## src/rtl/shift_arbiter.sv

```systemverilog
// shift_arbiter: grants one of REQ_COUNT valid/ready requesters at a time to a shared shifter.
// The default build uses round-robin; defining SHIFT_ARB_FIXED_PRIO_EN makes the lowest index always win.
module shift_arbiter #(
  parameter int WORD_WIDTH = 8,
  parameter int REQ_COUNT  = 4,
  parameter int SIZE_WIDTH = $clog2(WORD_WIDTH),
  parameter int ID_WIDTH   = (REQ_COUNT > 1) ? $clog2(REQ_COUNT) : 1
) (
  input  logic                             clk_i,
  input  logic                             rst_ni,
  input  logic [REQ_COUNT-1:0]             req_valid_i,
  output logic [REQ_COUNT-1:0]             req_ready_o,
  input  logic [REQ_COUNT*WORD_WIDTH-1:0]  req_word_i,
  input  logic [REQ_COUNT*SIZE_WIDTH-1:0]  req_size_i,
  input  logic [REQ_COUNT*2-1:0]           req_type_i,
  input  logic [REQ_COUNT-1:0]             req_left_i,
  output logic [WORD_WIDTH-1:0]            sh_word_o,
  output logic [SIZE_WIDTH-1:0]            sh_size_o,
  output logic [1:0]                       sh_type_o,
  output logic                             sh_left_o,
  input  logic [WORD_WIDTH-1:0]            sh_result_i,
  output logic                             rsp_valid_o,
  input  logic                             rsp_ready_i,
  output logic [WORD_WIDTH-1:0]            rsp_word_o,
  output logic [ID_WIDTH-1:0]              rsp_id_o
);

  typedef enum logic [1:0] {
    IDLE,
    EXEC,
    RESP
  } state_t;

  state_t                state;
  logic [WORD_WIDTH-1:0] op_word;
  logic [SIZE_WIDTH-1:0] op_size;
  logic [1:0]            op_type;
  logic                  op_left;
  logic [ID_WIDTH-1:0]   op_id;
  logic [WORD_WIDTH-1:0] rsp_word;
  logic                  rsp_valid;
  logic [ID_WIDTH-1:0]   rr_ptr;

  logic [REQ_COUNT-1:0]  win_onehot;
  logic [ID_WIDTH-1:0]   win_id;
  logic [WORD_WIDTH-1:0] win_word;
  logic [SIZE_WIDTH-1:0] win_size;
  logic [1:0]            win_type;
  logic                  win_left;
  logic                  any_valid;

`ifdef SHIFT_ARB_FIXED_PRIO_EN
  assign rr_ptr = '0;
`endif

  assign any_valid = |req_valid_i;

  // Pass 1 overrides pass 0 and each pass writes the lowest index last, so the winner is the
  // first valid index at or above rr_ptr, falling back to the first valid index below it.
  always_comb begin
    win_onehot = '0;
    win_id     = '0;
    win_word   = '0;
    win_size   = '0;
    win_type   = '0;
    win_left   = 1'b0;
    for (int unsigned p = 0; p < 2; p++) begin
      for (int unsigned j = REQ_COUNT; j > 0; j--) begin
        if (req_valid_i[j-1] && ((p == 1) == ((j - 1) >= 32'(rr_ptr)))) begin
          win_onehot        = '0;
          win_onehot[j-1]   = 1'b1;
          win_id            = ID_WIDTH'(j - 1);
          win_word          = req_word_i[(j-1)*WORD_WIDTH +: WORD_WIDTH];
          win_size          = req_size_i[(j-1)*SIZE_WIDTH +: SIZE_WIDTH];
          win_type          = req_type_i[(j-1)*2 +: 2];
          win_left          = req_left_i[j-1];
        end
      end
    end
  end

  always_ff @(posedge clk_i) begin
    if (!rst_ni) begin
      state     <= IDLE;
      op_word   <= '0;
      op_size   <= '0;
      op_type   <= '0;
      op_left   <= 1'b0;
      op_id     <= '0;
      rsp_word  <= '0;
      rsp_valid <= 1'b0;
`ifndef SHIFT_ARB_FIXED_PRIO_EN
      rr_ptr    <= '0;
`endif
    end else begin
      case (state)
        IDLE: begin
          if (any_valid) begin
            op_word <= win_word;
            op_size <= win_size;
            op_type <= win_type;
            op_left <= win_left;
            op_id   <= win_id;
            state   <= EXEC;
          end
        end
        EXEC: begin
          rsp_word  <= sh_result_i;
          rsp_valid <= 1'b1;
          state     <= RESP;
        end
        RESP: begin
          if (rsp_ready_i) begin
            rsp_valid <= 1'b0;
`ifndef SHIFT_ARB_FIXED_PRIO_EN
            rr_ptr    <= (op_id == ID_WIDTH'(REQ_COUNT - 1)) ? '0 : op_id + 1'b1;
`endif
            state     <= IDLE;
          end
        end
        default: state <= IDLE;
      endcase
    end
  end

  // Outputs are forced low while reset is asserted, before the synchronous reset has taken effect.
  assign req_ready_o = (rst_ni && state == IDLE) ? win_onehot : '0;
  assign sh_word_o   = rst_ni ? op_word  : '0;
  assign sh_size_o   = rst_ni ? op_size  : '0;
  assign sh_type_o   = rst_ni ? op_type  : '0;
  assign sh_left_o   = rst_ni & op_left;
  assign rsp_valid_o = rst_ni & rsp_valid;
  assign rsp_word_o  = rst_ni ? rsp_word : '0;
  assign rsp_id_o    = rst_ni ? op_id    : '0;

endmodule

```

## config.mk

```make
export PLATFORM = sky130hd
export DESIGN_NAME = shift_arbiter
export DESIGN_NICKNAME = d
export VERILOG_FILES = /design/src/rtl/shift_arbiter.sv
export SDC_FILE = /design/constraint.sdc
export NUM_CORES = 1
export LEC_CHECK = 0
export CAP_MARGIN = 20
export CORE_UTILIZATION = 29
export CTS_CLUSTER_DIAMETER = 150
export DETAILED_ROUTE_END_ITERATION = 8
export GPL_TIMING_DRIVEN = 0
export PLACE_DENSITY = 0.64
export SLEW_MARGIN = 40
export SYNTH_ARGS = -nofsm -noshare
export SYNTH_HDL_FRONTEND = slang
export SYNTH_SLANG_ARGS = --single-unit
export TNS_END_PERCENT = 5
```

## constraint.sdc

```tcl
create_clock -name clk_i -period 1.35 [get_ports clk_i]
set_input_delay 0.2025 -clock clk_i [delete_from_list [all_inputs] [get_ports clk_i]]
set_output_delay 0.2025 -clock clk_i [all_outputs]
set_load 0.02 [all_outputs]
```

======== Word-level counts from Yosys, hierarchy flattened ========
Cells that the tools add are included.
storage, ports and cells
  bits in writable memories ............... 0
  logic and storage cells ................. 91
  memories kept ........................... 0
  bits in latches ......................... 0
  ROM bits ................................ 0
  output and inout port bits .............. 29
  input bits .............................. 71
  flip-flop bits (word level) ............. 29
cells by class
  equality and inequality tests ........... 5
  shifts and indexed selects .............. 0
  $add $sub $neg .......................... 1
  multiply operators ...................... 0
  $lt $le $gt $ge ......................... 3
  reduce and logical (&&, ||, !) cells .... 14
  bitwise logic cells ..................... 5
  mux-type cells .......................... 54
  div/mod/pow operators ................... 0
operators by type and width
  operator                                             count
  two-way mux 8 bit                                    9
  two-way mux 2 bit                                    19
  two-way mux 3 bit                                    10
  two-way mux 4 bit                                    6
  two-way mux 1 bit                                    8
  AND reduction 2 bit                                  4
  logical AND 1 bit                                    7
  one-hot mux 2 bit (3 select lines)                   1
  equality test 2 bit, second input constant           2
  >= comparator 1 x 2 -> 1 bit, first input constant   2
  != test 2 bit, second input constant                 2
  OR reduction 4 bit                                   1
  inverter 1 bit                                       3
  adder 2 x 1 -> 2 bit, second input constant          1
  AND 1 bit                                            2
  equality test 2 x 1 -> 1 bit, second input constant  1
  >= comparator 2 bit, first input constant            1
  zero test 2 bit                                      1
  one-hot mux 1 bit (2 select lines)                   1
  nonzero test 2 bit                                   1

======== Depth between registers and ports, before layout ========
Gate-level depths: netlist of run 1.
  depth in word-level cells ............... 11
  gate-level depth with buffers ........... 7
  gate-level depth less buffers ........... 4

======== Least setup slack after synthesis of run 1 ========
Ideal clock, no wire load.
  kind .................................... reg2out
  start ................................... register rr_ptr[1]
  end ..................................... output port req_ready_o[1]
  stages on the path, launching flop included .. 6
  required time ........................... 1148 ps
  path buffers ............................ 3
  slack ................................... -220 ps
  arrival time ............................ 1367 ps
  cells stage by stage .................... dfxtp_1 buf_2 buf_2 buf_1 o31ai_1 and3_1
on the way
  cells in the longest elaborated chain, start to end .. 10
  elaborated cells between the ends (all ways) .. 17
  those cells by class .................... 3 x order compare; 7 x mux; 2 x bitwise; 5 x reduce/logical
ends and longest elaborated chain
  element                          line  RTL
  start, declared                  42    logic [ID_WIDTH-1:0] rr_ptr;
  start signal, assigned           116   rr_ptr <= (op_id == ID_WIDTH'(REQ_COUNT - 1)) ? '0 : op_id + 1'b1;
  >= comparator 1 x 2 -> 1 bit     69    if (req_valid_i[j-1] && ((p == 1) == ((j - 1) >= 32'(rr_ptr)))) begin
  inverter 1 bit                   69
  logical AND 1 bit                69
  two-way mux 3 bit                69
  two-way mux 4 bit (4 in series)  69
  two-way mux 4 bit (*)            69
  two-way mux 4 bit (*)            127   assign req_ready_o = (rst_ni && state == IDLE) ? win_onehot : '0;
  end, declared                    12    output logic [REQ_COUNT-1:0] req_ready_o,
Mark *: on every way between the ends. The rest lies on a longest branch, timed or not.

======== Final worst setup path of run 1 ========
  start ................................... input port req_valid_i[1]
  end ..................................... output port req_ready_o[0]
on the way
  cells in the longest elaborated chain, start to end .. 8
  elaborated cells between the ends (all ways) .. 9
  those cells by class .................... 7 x mux; 2 x reduce/logical
ends and longest elaborated chain
  element                              line  RTL
  start, declared                      11    input logic [REQ_COUNT-1:0] req_valid_i,
  logical AND 1 bit                    69
  two-way mux 3 bit                    69
  two-way mux 4 bit (3 in series)      69
  two-way mux 4 bit (*) (2 in series)  69
  two-way mux 4 bit (*)                127
Marks and branches as above.

==> flow_metrics.tcl, run 1 <==
set metrics [dict create \
    status "complete, but fails checks" \
    violations "negative setup slack" \
    crit_path_frequent_cell "buf_6" \
    synth_mux_area_share_pct 0.700 \
    synth-compound-area-share_pct 38.5 \
    path_max_fanout 10 \
    numCtsBuffers 5 \
    yosysSeqAreaShare_pct 20.3 \
    clock_path_buffers 2 \
    path_delay_family "buffers and inverters" \
    async_flop_share_pct 0 \
    yosysWarnings 0 \
    critPathKind "in -> out" \
    io_buffers 97 \
    max_stage_delay_ps 460 \
    rows 35 \
    path_cells "buf_6 -> clkbuf_1 -> nor2_1 -> a21oi_2 -> o21ai_2 -> and4_1 -> buf_6" \
    p_int_mw 2.23 \
    synth_top_area_share_pct 20.3 \
    die_y_um 101 \
    synth_top_family_by_area "compound AO/OA/AOI/OAI gates" \
    path_depth 7 \
    synthCells 383 \
    grt_max_degree 11 \
    yosysTopAreaCell "dfxtp_1" \
    first_pass_iters 6 \
    die_x_um 101 \
    ir_drop_mv 0.356 \
    crit_arrival_ps 1540 \
    vias_per_cell 5.67 \
    ys_types 42 \
    avgSynthCellArea_um2 7.47 \
    drv_cap 0 \
    worstSkewPairLatency_ps 290 \
    ys_seq_elements 29 \
    ys.flop_type "dfxtp_1" \
    most-common-layout-cells "65 x clkdlybuf4s50_1, 58 x a21oi_1, 30 x buf_4" \
    routed_wl_um 12200 \
    fillCellCount 950 \
    r2r_setup_slack_ps -310 \
    crit_path_end_kind "output port" \
    fin_skew_ps 6.52 \
    pwr-share-seq_pct 29.9 \
    drt_iter0_markers 399 \
    fin_util_pct 47.8 \
    min_period_ps 1740 \
    drive_above_1_share_pct 26.3 \
    worstPathBufferInverterCount 3 \
    start_util_pct 30.4 \
    whs_path_depth 3 \
    grtUsageMet3_pct 3.59 \
    leakagePower_nw 1.76 \
    core_mm2 0.00942 \
    p_total_mw 3.37 \
    path_clk_slew_ps 80 \
    synth_area_mm2 0.00286 \
    place_ws_ps -1230 \
    startpoint_type "primary input" \
    p_comb_share_pct 40.7 \
    grt.overflow.total 0 \
    hold_violations 0 \
    cts_tree "yes" \
    crit_path_top_delay_cell "clkbuf_1" \
    drv_slew 0 \
    ctsRootBufferMaster "clkbuf_8" \
    routedWlPerCell_um 19.4 \
    grt_antenna_before_repair 0 \
    setup_violations 20 \
    die_area_mm2 0.0103 \
    hold_path.class "in -> reg" \
    io_pins 100 \
    met2_usage_pct 39.7 \
    multiInputGateArea_mm2 0.00217 \
    required_ps 1150 \
    num-nets-final 570 \
    synthXorXnorAreaFrac_pct 0 \
    dp_cells 609 \
    cts_max_level 2 \
    place.gp.congestion 0.937 \
    yosys-top-cells-area "dfxtp_1 20%, a21oi_1 10%, o221ai_1 6.4%" \
    rr_worst_depth 7 \
    grt_busiest_layer "met2" \
    swShare_pct 33.8 \
    syn_to_final_growth_pct 57.3 \
    cts.sinks 29 \
    ant_nets 0 \
    cts_hold_buf 0 \
    yosys.area_share.simple_pct 31.1 \
    p_per_area_mw_per_mm2 748 \
    p_sw_mw 1.14 \
    slew_headroom_pct 60.8 \
    grtUsageMet1_pct 30.2 \
    final_common_cell "clkdlybuf4s50_1" \
    max_freq_mhz 574 \
    rsz0062_at_grt "true" \
    place_hpwl_um 8560 \
    synth_edf_count 0 \
    stdcell_area_mm2 0.00450 \
    grt_pass1_wl_um 18300 \
    instances_no_fill 628 \
    num_vias 3562 \
    fin_crit_sh_pct 129 \
    grt_use_total_pct 23.3 \
    drcViolationCount 0 \
    grt_pass1_vias 3416 \
    dpl_cell_area_mm2 0.00405 \
    tightestPinTransition_ps 587 \
    whs_ps 215 \
    synth_nets 455 \
    fin_ws_ps -391 \
    clkPwrFrac_pct 29.4 \
    num_antenna_cells 0 \
    tns_ps -5320 \
    synthAdderAreaFrac_pct 0.437 \
    regArea_um2 593 \
]
==> worst register-to-register path, cell delays in order (launching register included) <==
cell and delay [ps]:
dfxtp_4 360, buf_4 150, and4b_1 220, buf_6 150, buf_6 150, a221o_1 330, nand3_2 80, o221ai_2 80
==> final cells by class <==
class	instances	share of cell area, %
repair buffers	109	22.6
flip-flops and latches	29	13.2
plain buffers	44	8.73
inverters	11	0.973
clock buffers	6	1.84
well taps	129	3.59
multi-input cells	298	48.2
clock inverters	2	0.834
==> final timing paths <==
| check | start | endpoint |
|---|---|---|
| worst max-delay path | req_valid_i[1] | req_ready_o[0] |
| worst min-delay path | req_valid_i[1] | state[0] |
| worst max register to register | rr_ptr[1] | op_word[4] |
| worst min register to register | rsp_valid | rsp_valid |
==> kinds of logic after synthesis <==
kind of cell	Yosys count
compound gates	153
simple gates	142
buf+inv	56
flops	29
mux	2
fa+ha+maj	1
==> power groups by stage <==
stage               clock [mW]  sequential, mW  combinational, mW
global placement             0            1.02               1.22
detailed placement           0            1.03               1.24
floorplan                    0            1.01              0.696
CTS                      0.999            1.01               1.33
global route              1.04            1.02               1.47
finish                   0.991            1.01               1.37
==> flip-flops by register name, indices dropped and copies added, names as in the netlist <==
| name | count |
|---|---|
| rsp_word | 8 |
| state | 2 |
| op_word | 8 |
| op_type | 2 |
| op_left | 1 |
| rr_ptr | 2 |
| op_size | 3 |
| op_id | 2 |
| rsp_valid | 1 |
==> per-layer routing <==
layer  vias up  routed length, µm
met5         -                  0
met4         0                250
met2       196               5810
li1       1668                  -
met3        29               1150
met1      1669               4980
==> synthesized netlist by cell type (2+ instances only) <==
cell type / count
a21oi_1: 59
dfxtp_1: 29
nor2b_1: 29
clkbuf_1: 24
o221ai_1: 21
nor2_1: 18
and2_1: 17
and3_1: 17
o21a_1: 16
o21ai_0: 16
and4_1: 15
nand2_1: 15
a221o_1: 14
buf_2: 14
nand3_1: 14
o2bb2ai_1: 14
inv_1: 10
o221ai_2: 8
nand2b_1: 4
buf_1: 2
buf_6: 2
mux2i_1: 2
nor3_1: 2
nor4b_4: 2
o22ai_1: 2
==> what timing repair did <==
item,in CTS,in global routing
buffers inserted,10,2
pin swaps,12,6
resized for setup,210,25
setup endpoints to repair,57,57
Note: power is estimated with default switching activity, not from simulation.
==> inputs of run 2 (changes only) <==
ABC_AREA = 1   (was not set)
PLACE_DENSITY = 0.58   (was 0.64)
clock period = 1.65 ns   (was 1.35 ns; I/O delays follow)
==> run 2 against run 1 <==
  * The run still ends with negative setup slack left
  * Critical path depth down 1
  * Clock skew down 2.5 ps
  * Total power down 32%
==> flow_metrics.tcl, run 2 <==
set metrics [dict create \
    required_ps 1400 \
    ys_types 22 \
    fin_util_pct 45.4 \
    syn_to_final_growth_pct 49.2 \
    cts_max_level 2 \
    rsz0062_at_grt "true" \
    cts_tree "yes" \
    avgSynthCellArea_um2 5.07 \
    ys.flop_type "dfxtp_1" \
    rows 33 \
    async_flop_share_pct 0 \
    grt_pass1_vias 2998 \
    routed_wl_um 8360 \
    grt.overflow.total 0 \
    synth_area_mm2 0.00255 \
    p_per_area_mw_per_mm2 604 \
    critPathKind "reg -> out" \
    die_area_mm2 0.00918 \
    yosysTopAreaCell "nand2_1" \
    synthCells 503 \
    leakagePower_nw 2.18 \
    numCtsBuffers 5 \
    fin_crit_sh_pct 108 \
    drv_cap 0 \
    yosys-top-cells-area "nand2_1 24%, dfxtp_1 23%, nor2_1 17%" \
    die_y_um 95.8 \
    drive_above_1_share_pct 8.81 \
    ir_drop_mv 0.437 \
    synth.most_common_cell "nand2_1" \
    path_max_fanout 4 \
    most-common-layout-cells "165 x nand2_1, 114 x nor2_1, 67 x inv_1" \
    p_total_mw 2.30 \
    path_clk_slew_ps 60 \
    grt_antenna_before_repair 0 \
    io_pins 100 \
    grt_max_degree 11 \
    num_antenna_cells 0 \
    rr_worst_depth 11 \
    drt_iter0_markers 126 \
    violations "negative setup slack" \
    worstSkewPairLatency_ps 270 \
    ant_nets 0 \
    routedWlPerCell_um 11.6 \
    top_regs "op_word (8), rsp_word (8), op_size (3)" \
    synth_nets 575 \
    place_hpwl_um 6680 \
    grt_use_total_pct 18.6 \
    yosysWarnings 0 \
    fin_skew_ps 4.07 \
    synth_top_area_share_pct 24.4 \
    drcViolationCount 0 \
    min_period_ps 1780 \
    die_x_um 95.8 \
    grt_pass1_wl_um 13200 \
    io_buffers 97 \
    setup_violations 4 \
    synth_edf_count 0 \
    num-nets-final 684 \
    slew_headroom_pct 70.7 \
    tightestPinTransition_ps 440 \
    ys_seq_elements 29 \
    first_pass_iters 4 \
    start_util_pct 30.4 \
    hold_path.class "reg -> reg" \
    whs_path_depth 2 \
    crit_path_end_kind "output port" \
    startpoint_type "flip-flop" \
    num_vias 3271 \
    ctsRootBufferMaster "clkbuf_8" \
    status "complete, but fails checks" \
    cts.sinks 29 \
    vias_per_cell 4.56 \
    place.gp.congestion 0.857 \
    cts_hold_buf 0 \
    max_freq_mhz 563 \
    yosysSeqAreaShare_pct 22.8 \
    yosys-top-cells-count "166 x nand2_1, 114 x nor2_1, 67 x inv_1" \
    clock_path_buffers 2 \
    core_mm2 0.00838 \
    crit_arrival_ps 1530 \
    drv_slew 0 \
    hold_violations 0 \
    final_common_cell "nand2_1" \
    fin_ws_ps -127 \
]
==> run 2: cell families (layout without fill, tap and decap cells) <==
logic type | Yosys count | count (layout) | share of synthesized area [%]
flip-flops | 29 | 29 | 22.8
AND/OR/NAND/NOR | 323 | 323 | 50.0
AO/OA/AOI/OAI | 46 | 46 | 9.71
buffers and inverters | 104 | 214 | 17.0
adder cells (fa/ha/maj) | 1 | 1 | 0.490
==> run 2: repair_timing <==
item / 4_1_cts / 5_1_grt
gates resized for setup: 68 / 4
cloned: 0 / 0
pin swaps: 5 / 2
buffers inserted: 5 / 0
setup endpoints to repair: 39 / 15
==> run 2: where the power goes <==
group | total, mW | internal [mW] | switching, mW
sequential | 0.825 | 0.784 | 0.0404
clock | 0.560 | 0.292 | 0.269
combinational | 0.914 | 0.396 | 0.518
total | 2.30 | 1.47 | 0.827
==> run 2: final timing paths <==
path | from | to | slack, ps
setup / recovery | rr_ptr[1] | req_ready_o[1] | -130
hold / removal | rsp_word[4] | rsp_word[4] | 460
setup reg to reg | rr_ptr[1] | op_word[4] | 80
hold reg to reg | rsp_word[4] | rsp_word[4] | 460
==> run 2: cell type report <==
class / instances / area [µm²]
well taps: 105 / 131
multi-input cells: 370 / 1560
plain buffers: 25 / 183
clock inverters: 2 / 10.0
flip-flops and latches: 29 / 588
fillers: 958 / 4580
repair buffers: 102 / 967
inverters: 79 / 297
clock buffers: 6 / 72.6
==> run 2: worst max-delay path, stage by stage (launching register included) <==
cell and delay [ps]:
dfxtp_4 370, nand2_4 70, a21oi_4 160, buf_6 130, nand4_1 90, a211oi_2 250
buf_4 180
==> run 2: per-stage QoR <==
stage / setup WS, ps / instance area, µm² / cells / TNS, ps / hold slack [ps]
after floorplan: 57.0 / 2560 / 503 / 0 / 347
after global placement: -1040 / 3660 / 705 / -24300 / 448
after detailed placement: -1060 / 3660 / 705 / -25170 / 455
after CTS: -215 / 3800 / 718 / -382 / 465
after global routing: -215 / 3810 / 718 / -1130 / 486
final: -127 / 3810 / 718 / -231 / 461
==> run 2: per-layer routing <==
layer / routed length, µm / part of all wire [%] / global-route usage, %
met1: 3920 / 47 / 24.6
met2: 3760 / 45 / 31.1
met3: 477 / 5.7 / 2.76
met4: 197 / 2.4 / 5.97
met5: 0 / 0 / 0
